File: config.mk
export PLATFORM = sky130hd
export DESIGN_NAME = dual_edge_deser_flat
export DESIGN_NICKNAME = d
export VERILOG_FILES = /design/src/rtl/dual_edge_deser_pkg.sv /design/src/rtl/dual_edge_deser_if.sv /design/src/rtl/dual_edge_sampler.sv /design/src/rtl/dual_edge_deser.sv /design/src/flat_wrapper.sv
export SDC_FILE = /design/constraint.sdc
export NUM_CORES = 1
export LEC_CHECK = 0
export BUFFER_PORTS_ARGS = -buffer_cell sky130_fd_sc_hd__clkbuf_2
export CORE_UTILIZATION = 25
export CTS_CLUSTER_DIAMETER = 80
export DETAILED_ROUTE_END_ITERATION = 8
export GPL_ROUTABILITY_DRIVEN = 0
export PLACE_DENSITY = 0.5
export RECOVER_POWER = 50
export SLEW_MARGIN = 20
export SYNTH_ARGS = -nofsm -noshare
export SYNTH_HDL_FRONTEND = slang
export SYNTH_SLANG_ARGS = --single-unit
File: constraint.sdc
create_clock -name clk -period 8 [get_ports clk]
set_input_delay 0.4 -clock clk [delete_from_list [all_inputs] [get_ports clk]]
set_output_delay 0.4 -clock clk [all_outputs]
set_load 0.05 [all_outputs]
File: src/rtl/dual_edge_deser_pkg.sv
// -----------------------------------------------------------------------------
// dual_edge_pkg
//   Shared definitions for the dual-edge deserialiser slice:
//     mode_e     capture mode encodings (11 is reserved and treated as DDR)
//     cnt_width  width of the beat counter for a given packing ratio
// -----------------------------------------------------------------------------
package dual_edge_pkg;

  typedef enum logic [1:0] {
    SDR_RISE = 2'b00,
    SDR_FALL = 2'b01,
    DDR      = 2'b10,
    DDR_RSVD = 2'b11
  } mode_e;

  // The counter must represent 0..ratio inclusive.
  function automatic int cnt_width(input int ratio);
    return $clog2(ratio + 1);
  endfunction

endpackage

File: src/rtl/dual_edge_deser_if.sv
// -----------------------------------------------------------------------------
// dual_edge_deser_if
//   Bundles the data/control signals of dual_edge_deser.
//   master : drives en, mode, flush, d; observes q and the packed-word outputs
//   slave  : the deserialiser itself
//   Signals:
//     en           beat enable, sampled on every capturing edge
//     mode         capture mode (see dual_edge_pkg::mode_e)
//     flush        emit a partial word (posedge-sampled)
//     d            W-bit input data
//     q            last captured sample (dual-edge mirror)
//     word_out     RATIO packed beats, oldest beat in the low bits
//     word_valid   one-cycle pulse per emitted word
//     word_partial qualifies word_valid: word was flushed short
//     beat_cnt     beats currently held in the packer
// -----------------------------------------------------------------------------
interface dual_edge_deser_if #(
  parameter int W     = 4,
  parameter int RATIO = 4
);
  import dual_edge_pkg::*;

  logic                            en;
  logic [1:0]                      mode;
  logic                            flush;
  logic [W-1:0]                    d;
  logic [W-1:0]                    q;
  logic [W*RATIO-1:0]              word_out;
  logic                            word_valid;
  logic                            word_partial;
  logic [cnt_width(RATIO)-1:0]     beat_cnt;

  modport master (
    output en, mode, flush, d,
    input  q, word_out, word_valid, word_partial, beat_cnt
  );

  modport slave (
    input  en, mode, flush, d,
    output q, word_out, word_valid, word_partial, beat_cnt
  );

endinterface

File: src/rtl/dual_edge_sampler.sv
// -----------------------------------------------------------------------------
// dual_edge_sampler
//   Captures d on both clock edges and mirrors the latest sample onto q.
//   Ports:
//     clk      clock; posedge fills rise_reg, negedge fills fall_reg/n_en
//     rst      synchronous active-high reset, honoured on each edge for the
//              registers clocked by that edge
//     en       beat enable, registered on negedge into n_en
//     mode     selects which captured sample q shows
//     d        input data
//     fall_reg sample taken at the last negedge
//     n_en     en as seen at the last negedge
//     q        rise_reg / fall_reg / clk-phase mux depending on mode
// -----------------------------------------------------------------------------
module dual_edge_sampler
  import dual_edge_pkg::*;
#(
  parameter int W = 4
) (
  input  logic         clk,
  input  logic         rst,
  input  logic         en,
  input  mode_e        mode,
  input  logic [W-1:0] d,
  output logic [W-1:0] fall_reg,
  output logic         n_en,
  output logic [W-1:0] q
);

  logic [W-1:0] rise_reg;

  // NOTE: state elements use non-blocking assignment so every flop samples
  // pre-edge values, independent of block evaluation order.
  always_ff @(posedge clk) begin
    if (rst) rise_reg <= '0;
    else     rise_reg <= d;
  end

  always_ff @(negedge clk) begin
    if (rst) begin
      fall_reg <= '0;
      n_en     <= 1'b0;
    end else begin
      fall_reg <= d;
      n_en     <= en;
    end
  end

  // In DDR the clock level picks whichever edge captured most recently:
  // high phase follows the posedge sample, low phase the negedge sample.
  always_comb begin
    // NOTE: a default assignment up front keeps every path assigned, so no
    // latch is inferred if a case arm is ever left incomplete.
    q = rise_reg;
    case (mode)
      SDR_RISE: q = rise_reg;
      SDR_FALL: q = fall_reg;
      default:  q = clk ? rise_reg : fall_reg;
    endcase
  end

endmodule

File: src/rtl/dual_edge_deser.sv
// -----------------------------------------------------------------------------
// dual_edge_deser
//   Dual-edge capture front end plus a posedge beat packer. Up to two beats
//   arrive per posedge (DDR: negedge beat then posedge beat); every RATIO
//   beats form one word_out with a word_valid pulse. A spare beat from an
//   overfull cycle is carried into the next word. flush emits a short,
//   zero-padded word; a mode change discards the word in progress.
//   Ports:
//     clk  clock (both edges capture, posedge packs)
//     rst  synchronous active-high reset
//     bus  dual_edge_deser_if.slave (en, mode, flush, d, q, word_out,
//          word_valid, word_partial, beat_cnt)
// -----------------------------------------------------------------------------
module dual_edge_deser
  import dual_edge_pkg::*;
#(
  parameter int W     = 4,
  parameter int RATIO = 4
) (
  input logic              clk,
  input logic              rst,
  dual_edge_deser_if.slave bus
);

  localparam int CW = cnt_width(RATIO);

  typedef logic [W-1:0] beat_t;

  mode_e        mode_in;
  mode_e        mode_q;
  beat_t        fall_reg;
  logic         n_en;

  assign mode_in = mode_e'(bus.mode);

  dual_edge_sampler #(.W(W)) u_sampler (
    .clk      (clk),
    .rst      (rst),
    .en       (bus.en),
    .mode     (mode_in),
    .d        (bus.d),
    .fall_reg (fall_reg),
    .n_en     (n_en),
    .q        (bus.q)
  );

  // ---------------------------------------------------------------------------
  // Beats arriving at this posedge. b0 is always the older one.
  // ---------------------------------------------------------------------------
  logic [1:0] nb;
  beat_t      b0;
  beat_t      b1;

  always_comb begin
    nb = 2'd0;
    b0 = bus.d;
    b1 = bus.d;
    case (mode_in)
      SDR_RISE: nb = {1'b0, bus.en};
      SDR_FALL: begin
        nb = {1'b0, n_en};
        b0 = fall_reg;
      end
      default: begin
        if (n_en) begin
          b0 = fall_reg;
          nb = bus.en ? 2'd2 : 2'd1;
        end else begin
          nb = {1'b0, bus.en};
        end
      end
    endcase
  end

  // ---------------------------------------------------------------------------
  // Packer: held beats followed by the new ones, zero beyond the total so a
  // flushed word comes out padded without a separate mask.
  // ---------------------------------------------------------------------------
  beat_t               hold        [RATIO+1];
  beat_t               comb_beats  [RATIO+1];
  logic [CW-1:0]       cnt_q;
  logic [CW:0]         total;
  logic                full;
  logic [W*RATIO-1:0]  word_next;

  always_comb begin
    total = {1'b0, cnt_q} + {{(CW-1){1'b0}}, nb};
    full  = (total >= (CW+1)'(RATIO));
    for (int i = 0; i <= RATIO; i++) begin
      comb_beats[i] = '0;
      if (i < int'(cnt_q))
        comb_beats[i] = hold[i];
      else if (i == int'(cnt_q) && nb != 2'd0)
        comb_beats[i] = b0;
      else if (i == int'(cnt_q) + 1 && nb == 2'd2)
        comb_beats[i] = b1;
    end
    for (int i = 0; i < RATIO; i++)
      word_next[i*W +: W] = comb_beats[i];
  end

  // NOTE: the beat store has no reset; cnt_q marks which entries are live
  // and stale slots never reach word_out because comb_beats zeroes them.
  always_ff @(posedge clk) begin
    for (int i = 0; i <= RATIO; i++) begin
      if (full) hold[i] <= (i == 0) ? comb_beats[RATIO] : '0;
      else      hold[i] <= comb_beats[i];
    end
  end

  logic [W*RATIO-1:0] word_q;
  logic               valid_q;
  logic               partial_q;

  always_ff @(posedge clk) begin
    if (rst) begin
      cnt_q     <= '0;
      valid_q   <= 1'b0;
      partial_q <= 1'b0;
      word_q    <= '0;
      mode_q    <= SDR_RISE;
    end else begin
      mode_q    <= mode_in;
      valid_q   <= 1'b0;
      partial_q <= 1'b0;
      if (mode_in != mode_q) begin
        // Beats captured under the old mode are meaningless in the new one.
        cnt_q <= '0;
      end else if (full) begin
        word_q  <= word_next;
        valid_q <= 1'b1;
        cnt_q   <= CW'(total - (CW+1)'(RATIO));
      end else if (bus.flush && total != '0) begin
        word_q    <= word_next;
        valid_q   <= 1'b1;
        partial_q <= 1'b1;
        cnt_q     <= '0;
      end else begin
        cnt_q <= CW'(total);
      end
    end
  end

  assign bus.word_out     = word_q;
  assign bus.word_valid   = valid_q;
  assign bus.word_partial = partial_q;
  assign bus.beat_cnt     = cnt_q;

endmodule

File: src/flat_wrapper.sv
// flat-port wrapper written by rule: the top's interface ports become plain ports
module dual_edge_deser_flat import dual_edge_pkg::*;
#(
  parameter int W     = 4,
  parameter int RATIO = 4
)
  (clk, rst, bus_en, bus_mode, bus_flush, bus_d, bus_q, bus_word_out, bus_word_valid, bus_word_partial, bus_beat_cnt);
  dual_edge_deser_if #(.W(W), .RATIO(RATIO)) bus_i ();
  input logic clk;
  input logic rst;
  input wire logic [$bits(bus_i.en)-1:0] bus_en;
  input wire logic [$bits(bus_i.mode)-1:0] bus_mode;
  input wire logic [$bits(bus_i.flush)-1:0] bus_flush;
  input wire logic [$bits(bus_i.d)-1:0] bus_d;
  output wire logic [$bits(bus_i.q)-1:0] bus_q;
  output wire logic [$bits(bus_i.word_out)-1:0] bus_word_out;
  output wire logic [$bits(bus_i.word_valid)-1:0] bus_word_valid;
  output wire logic [$bits(bus_i.word_partial)-1:0] bus_word_partial;
  output wire logic [$bits(bus_i.beat_cnt)-1:0] bus_beat_cnt;
  assign bus_i.en = bus_en;
  assign bus_i.mode = bus_mode;
  assign bus_i.flush = bus_flush;
  assign bus_i.d = bus_d;
  assign bus_q = bus_i.q;
  assign bus_word_out = bus_i.word_out;
  assign bus_word_valid = bus_i.word_valid;
  assign bus_word_partial = bus_i.word_partial;
  assign bus_beat_cnt = bus_i.beat_cnt;
  dual_edge_deser #(.W(W), .RATIO(RATIO)) u_core (.clk(clk), .rst(rst), .bus(bus_i));
endmodule
---- Word level (Yosys, flattened, before mapping) ----
Memories as Yosys holds them, arrays and structs flattened.
Index checks and enable logic that the tools add are counted.
W data, S select, Z words.
storage, ports and cells
  output and inout bits ................... 25
  memory bits (writable) .................. 20
  flip-flop bits (word level) ............. 32
  input bits .............................. 10
  word-level logic and storage cells ...... 92
  memories ................................ 1
operators by class
  equal/unequal tests ..................... 11
  magnitude comparators ................... 6
  bitwise logic cells ..................... 6
  reduce and logical (&&, ||, !) cells .... 20
  $add $sub $neg .......................... 3
  mux-type cells .......................... 37
memories
  memory       words  width  read ports  clocked after memory_dff  write ports  RTL line               source
  u_core.hold  5      4      5           0                         5            dual_edge_deser.sv:79  beat_t hold [RATIO+1];
operators by type and width
  operator               number
  $mux W4                23
  $eq A3 B32 Y1 const A  2
  $eq A2 B32 Y1 const A  1
  $eq A4 B32 Y1 const A  1
  $logic_not A32 Y1      1
  $mux W16               2
  $pmux W4 S2            2
  $logic_and A1 B1 Y1    11
  $eq A3 B3 Y1 const A   3
  $lt A1 B3 Y1 const A   2
  $lt A2 B3 Y1 const A   2
  $mux W3                2
  $mux W1                5
  $or A1 B1 Y1           5
  $add A3 B1 Y4 const B  1
  $add A3 B2 Y4          1
  $ge A4 B3 Y1 const B   1
  $mux W2                2
  $pmux W2 S2            1
  $reduce_bool A2 Y1     2
  $reduce_bool A4 Y1     1
  $eq A2 B3 Y1 const A   1
  $logic_not A3 Y1       1
  $lt A3 B3 Y1 const A   1
  other kinds (9)        9

---- Longest topological paths before layout ----
Gate-level depths: netlist (run 1).
  depth after elaboration ................. 10
  mapped depth ............................ 11
  depth with buffers taken out ............ 10

---- Cells and area by module ----
From an unflattened synthesis (run 1), not the netlist that was laid out.
second synthesis, totals
  cell total of the unflattened synthesis .. 277
  area total of the unflattened synthesis .. 2397.3 µm²
modules (own cells, without submodules)
  module             instances  area an instance (µm²)  cells each  seq. area each (µm²)
  dual_edge_deser    1          2124.5                  256         860.8
  dual_edge_sampler  1          272.8                   21          180.2

==> metrics.md, run 1 <==
| Metric | Value |
|---|---|
| Max_cap viols | 0 |
| Slew Viols, Final | 0 |
| Via count | 1954 |
| Global-route wire length before repair | 10000 um |
| Crit path buf inv count | 3 |
| Most frequent cell after synthesis | dfxtp_1 |
| Placement Rows | 34 |
| Hold endpoint | u_core.bus.beat_cnt[0] |
| Leakage power | 0.00109 uW |
| Final hold vios | 0 |
| Worst-path fanout max | 26 |
| Gr busiest metal | met1 |
| Antenna diodes | 0 |
| Starting DRT DRC Count | 119 |
| Final setup fails | 0 |
| Crit-path cells | ha_1 > mux2_2 > ha_1 > inv_1 > fa_1 > inv_1 > o21ai_0 > a21oi_2 > buf_4 > nor2_1 > a32o_1 |
| FF+latch count, synth | 52 |
| Top delay family on crit path | adder cells |
| Die area | 9520 um^2 |
| Pin count of the biggest net entering global routing | 27 |
| Cell Int Power | 447 uW |
| Hold wc startpoint | bus_flush |
| Fin Clk Skew | 71.8 ps |
| Post-synthesis cell type count | 45 |
| Combinational share of power | 0.100 |
| Clk pin slew, worst setup/hold paths | 90 ps |
| Hold Crit Class | in2reg |
| Initial Util | 0.261 |
| Met2 usage | 0.179 |
| Top post-synthesis cells by count | 52 x dfxtp_1, 32 x nor2_1, 26 x nand2_1 |
| Post-synth top area cell | dfxtp_1 |
| Synth Area per Inst | 9.10 um^2 |
| Fraction of registers with async set/reset | 0 |
| Cts repair resizes | 0 |
| Die Height | 97.6 um |
| Core area | 8760 um^2 |
| Sequential share of power | 0.434 |
| Post-DP HPWL | 4140 um |
| Maximum vdd drop | 72.2 uV |
| Largest register FFs | 20 |
| Global Route met1 Usage | 0.188 |
| Setup slack, reg-to-reg | 1180 ps |
| Pwr per Cell Area | 229 nW/um^2 |
| Syn Std Cell Area | 2280 um^2 |
| RR Endpoint | u_core.bus.word_out[11] |
| Final WL | 6020 um |
| Antenna violations before repair | 0 |
| Vias in the first global route | 1960 |
| Switching power | 182 uW |
| Layout cells sized above 1 | 0.125 |
| Unrepaired setup endpoints after global routing | no |
| DR WL/cell | 14.9 um |
| CP arrival | 7120 ps |
| Drc violations | 0 |
| Area grow syn2layout | 20.3% |
| DR vias/cell | 4.85 |
| Crit. End Element | register |
| Most flop-heavy register | u_core.hold |
| 1st-pass router iterations | 6 |
| Register area share after synthesis | 0.456 |
| Yosys warns | 0 |
| Post-layout nets | 309 |
| Worst setup margin | 1180 ps |
| Setup_tns | 0 ps |
| Critical-path top delay cell | fa_1 |
| Hold-fix buffers, CTS | 0 |
| FF-to-FF path depth | 11 |
| Total global routing overflow | 0 |
| Gate Count Post-Synth | 251 |
| Switching Fraction | 0.290 |
| Number of flops mapped to enable cells by yosys | 0 |
| Tot Pwr | 629 uW |
| I/O Buffers | 34 |
| Critical R2R Launch | u_core.u_sampler.n_en |
| I/O Pins | 35 |
| Gr usage total | 0.139 |
| Max-slew headroom | 0.247 |
| Synth Net Count | 266 |
| Clk pwr share | 0.466 |
| Status | completed |
| Buffer count from post-CTS setup fixing | 0 |
| Worst EP required | 8300 ps |
| CP Class | reg2reg |
| Post-DRT Antenna Nets | 0 |
| Grt met3 use | 0.0647 |
| Later-pin clock latency in the skew report | 470 ps |
| Ys flop type | dfxtp_1 |
| Top cells by area, synth | dfxtp_1 46%, nor2_1 5.3%, nand2_1 4.3% |
| Worst slew pin tran | 1130 ps |
| Area fraction of the dominant cell type after synthesis | 0.456 |
| Worst path max stage delay | 420 ps |
| Place WS | 1260 ps |
| Die Wd | 97.6 um |
| Hold path depth | 2 |
| Clock tree from TritonCTS | done |
| CP startpoint kind | register |
cell families (layout without fill, tap and decap cells):
kind of cell / after synthesis / after routing / share of synthesized area
flops: 52 / 52 / 0.456
fa+ha+maj: 5 / 5 / 0.0307
mux: 17 / 17 / 0.0844
buf+inv: 23 / 67 / 0.0416
simple gates: 85 / 85 / 0.173
xor+xnor: 2 / 2 / 0.00767
compound gates: 67 / 67 / 0.207
worst register-to-register path: stages, from the launching register on:
cell	delay, ps
dfxtp_1	380
ha_1	290
mux2_2	280
ha_1	190
inv_1	70
fa_1	420
inv_1	60
o21ai_0	140
a21oi_2	180
buf_4	290
nor2_1	100
a32o_1	250
metal layers:
layer	part of all wire	wire, um
met5	0	0
met2	0.42	2520
met1	0.52	3140
met3	0.053	322
met4	0.0065	39
cell usage in the layout (no fill, tap or decap), types with 3 or more instances in the layout:
cell,instances
dfxtp_1,52
nor2_1,32
clkbuf_1,28
nand2_1,26
o21ai_0,18
clkbuf_8,15
inv_1,14
a211oi_1,11
a21oi_1,9
mux2_2,8
mux2i_1,8
nor2b_1,7
clkbuf_2,6
a32o_1,4
a222oi_1,4
ha_1,4
nor3_1,3
a21o_1,3
o31ai_1,3
and3_1,3
and2_1,3
metrics by stage:
| stage | hold WS [ps] | area (um^2) | util | std cells |
|---|---|---|---|---|
| 2_1_floorplan | 453 | 2280 | - | 251 |
| 3_3_place_gp | 463 | 2550 | 0.291 | 382 |
| 3_5_place_dp | 471 | 2550 | 0.291 | 382 |
| 4_1_cts | 189 | 2780 | 0.317 | 403 |
| 5_1_grt | 197 | 2750 | 0.313 | 403 |
| 6_report | 200 | 2750 | 0.313 | 403 |
layout make-up:
| class | count | area (um^2) |
|---|---|---|
| inverters | 9 | 33.8 |
| multi-input cells | 176 | 1150 |
| clock inverters | 7 | 32.5 |
| well taps | 108 | 135 |
| fillers | 950 | 6020 |
| clock buffers | 19 | 221 |
| repair buffers | 32 | 135 |
| flip-flops and latches | 52 | 1040 |
worst max-delay path by stage:
stage / startpoint / end / slack (ps) / cells after the start
2_1_floorplan: u_core.u_sampler.n_en / u_core.bus.word_out[7] / 1400 / 11
3_5_place_dp: u_core.u_sampler.n_en / u_core.bus.word_out[11] / 1260 / 11
3_3_place_gp: u_core.u_sampler.n_en / u_core.bus.word_out[14] / 1310 / 11
5_1_grt: u_core.u_sampler.n_en / u_core.bus.word_out[14] / 970 / 11
4_1_cts: u_core.u_sampler.n_en / u_core.bus.word_out[14] / 1180 / 11
6_report: u_core.u_sampler.n_en / u_core.bus.word_out[11] / 1180 / 11
power groups by stage:
stage	Combinational, uW	Clock, uW	Sequential, uW
floorplan	34.0	32.0	292
global placement	63.6	35.3	279
detailed placement	63.9	35.3	279
CTS	64.4	305	273
global route	69.6	318	275
finish	63.0	293	273
No activity file was read; power rests on OpenSTA's default activity.
==> inputs of run 2 (changes only) <==
--- a/config.mk
+++ b/config.mk
@@ -6,11 +6,13 @@
 export NUM_CORES = 1
 export LEC_CHECK = 0
 export BUFFER_PORTS_ARGS = -buffer_cell sky130_fd_sc_hd__clkbuf_2
+export CELL_PAD_IN_SITES_DETAIL_PLACEMENT = 1
+export CELL_PAD_IN_SITES_GLOBAL_PLACEMENT = 1
 export CORE_UTILIZATION = 25
 export CTS_CLUSTER_DIAMETER = 80
 export DETAILED_ROUTE_END_ITERATION = 8
 export GPL_ROUTABILITY_DRIVEN = 0
-export PLACE_DENSITY = 0.5
+export PLACE_DENSITY = 0.59
 export RECOVER_POWER = 50
 export SLEW_MARGIN = 20
 export SYNTH_ARGS = -nofsm -noshare
==> metrics.md, run 2 (synthesized netlist as in run 1, its figures left out) <==
| Metric | Value |
|---|---|
| Status | completed (unchanged) |
| Maximum vdd drop | 70.6 uV (was 72.2 uV) |
| Final WL | 6230 um (was 6020 um) |
| Unrepaired setup endpoints after global routing | no (unchanged) |
| Die Wd | 97.6 um (unchanged) |
| Core area | 8760 um^2 (unchanged) |
| Hold Crit Class | in2reg (unchanged) |
| Hold endpoint | u_core.bus.beat_cnt[0] (unchanged) |
| Gr usage total | 0.141 (was 0.139) |
| Clock tree from TritonCTS | done (unchanged) |
| Setup_tns | 0 ps (unchanged) |
| Die area | 9520 um^2 (unchanged) |
| Area grow syn2layout | 20.0% (was 20.3%) |
| Most flop-heavy register | u_core.hold (unchanged) |
| RR Endpoint | u_core.bus.word_out[11] (unchanged) |
| Vias in the first global route | 2087 (was 1960) |
| Leakage power | 0.00109 uW (about the same) |
| Critical-path top delay cell | fa_1 (unchanged) |
| Final std cells w/o fill | 403 (unchanged) |
| Later-pin clock latency in the skew report | 490 ps (was 470 ps) |
| 1st-pass router iterations | 5 (was 6) |
| Antenna diodes | 0 (unchanged) |
| Util after Layout | 0.313 (about the same) |
| Worst path max stage delay | 430 ps (was 420 ps) |
| DR vias/cell | 4.92 (was 4.85) |
| DR WL/cell | 15.5 um (was 14.9 um) |
| Commonest non-fill, non-tap cell in the layout | dfxtp_1 (unchanged) |
| Final hold vios | 0 (unchanged) |
| Buffer count from post-CTS setup fixing | 0 (unchanged) |
| Crit. End Element | register (unchanged) |
| Crit-path cells | ha_1 > mux2_2 > ha_1 > inv_1 > fa_1 > inv_1 > o21ai_0 > a21oi_2 > buf_4 > nor2_1 > a32o_1 (unchanged) |
| I/O Pins | 35 (unchanged) |
| Clk pin slew, worst setup/hold paths | 100 ps (was 90 ps) |
| Post-layout nets | 309 (unchanged) |
| Via count | 1984 (was 1954) |
| Pin count of the biggest net entering global routing | 27 (unchanged) |
| CP Class | reg2reg (unchanged) |
| Pwr per Cell Area | 229 nW/um^2 (about the same) |
| Hold-fix buffers, CTS | 0 (unchanged) |
| Worst-path fanout max | 26 (unchanged) |
| Cts repair resizes | 0 (unchanged) |
| I/O Buffers | 34 (unchanged) |
| Worst EP required | 8310 ps (was 8300 ps) |
| Placement Rows | 34 (unchanged) |
| Fin Clk Skew | 82.1 ps (was 71.8 ps) |
| Drc violations | 0 (unchanged) |
| Starting DRT DRC Count | 52 (was 119) |
| Max-slew headroom | 0.238 (was 0.247) |
| Most frequent cells in the layout | 52 x dfxtp_1, 32 x nor2_1, 28 x clkbuf_1 (unchanged) |
| Setup slack, reg-to-reg | 1160 ps (was 1180 ps) |
| Hold path depth | 2 (unchanged) |
| Worst slew pin tran | 1140 ps (was 1130 ps) |
| Placed instance count | 382 (unchanged) |
| Antenna violations before repair | 0 (unchanged) |
| FF-to-FF path depth | 11 (unchanged) |
| DP Area | 2550 um^2 (unchanged) |
| Final setup fails | 0 (unchanged) |
| Die Height | 97.6 um (unchanged) |
| Final Cell Area | 2740 um^2 (was 2750 um^2) |
| Slew Viols, Final | 0 (unchanged) |
| Layout cells sized above 1 | 0.122 (was 0.125) |
| Largest register FFs | 20 (unchanged) |
| CP startpoint kind | register (unchanged) |
| Hold wc startpoint | bus_flush (unchanged) |
| Global-route wire length before repair | 10300 um (was 10000 um) |
| CP arrival | 7150 ps (was 7120 ps) |
| Total global routing overflow | 0 (unchanged) |
| Max_cap viols | 0 (unchanged) |
| Post-DRT Antenna Nets | 0 (unchanged) |
| Critical R2R Launch | u_core.u_sampler.n_en (unchanged) |
| Post-DP HPWL | 4500 um (was 4140 um) |
| Initial Util | 0.261 (unchanged) |
## run 2: changes by cell type in the layout (fill, tap and decap cells not counted), sizes merged
cell and delta:
clkbuf -1, clkinv +1, clkinvlp -1, inv +1
## run 2: metal layers
metal / vias to the layer above / share of wire / global-route usage
met2: 42 / 0.47 / 0.216
met4: 0 / 0.024 / 0.0973
met1: 941 / 0.47 / 0.169
met5: - / 0 / 0
met3: 18 / 0.037 / 0.0403
li1: 983 / - / -
## run 2: critical path, delay by kind of cell (launching register included)
| family | cells | cell delay (ps) |
|---|---|---|
| buffers and inverters | 3 | 420 |
| DFF | 1 | 390 |
| AOI/OAI and AO/OA | 3 | 550 |
| adders and majority gates | 3 | 920 |
| muxes | 1 | 280 |
| and+or+nand+nor | 1 | 100 |
## run 2: cell type report
type | instances | area, um^2
clock buffer | 18 | 208
clock inverter | 8 | 40.0
fill | 1039 | 6020
inverter | 9 | 33.8
multi-input combinational | 176 | 1150
sequential | 52 | 1040
tap | 108 | 135
timing repair buffer | 32 | 135
## run 2: stage by stage
step / setup slack, ps / hold slack [ps] / total power (uW)
floorplan: 1400 / 453 / 357
detailed placement: 1250 / 466 / 379
finish: 1160 / 198 / 627
CTS: 1170 / 188 / 644
global placement: 1330 / 464 / 378
global route: 923 / 192 / 663
## run 2: worst max-delay path by stage
stage / start / slack (ps) / end / depth (start not counted)
after global placement: u_core.u_sampler.n_en / 1330 / u_core.bus.word_out[10] / 11
after detailed placement: u_core.u_sampler.n_en / 1250 / u_core.bus.word_out[11] / 11
after floorplan: u_core.u_sampler.n_en / 1400 / u_core.bus.word_out[7] / 11
after global routing: u_core.u_sampler.n_en / 920 / u_core.bus.word_out[10] / 11
after CTS: u_core.u_sampler.n_en / 1170 / u_core.bus.word_out[15] / 11
final: u_core.u_sampler.n_en / 1160 / u_core.bus.word_out[11] / 11
## run 2: power by group
part	internal, uW	switching, uW
combinational	19.2	43.9
clock	152	139
sequential	269	4.61
total	439	188
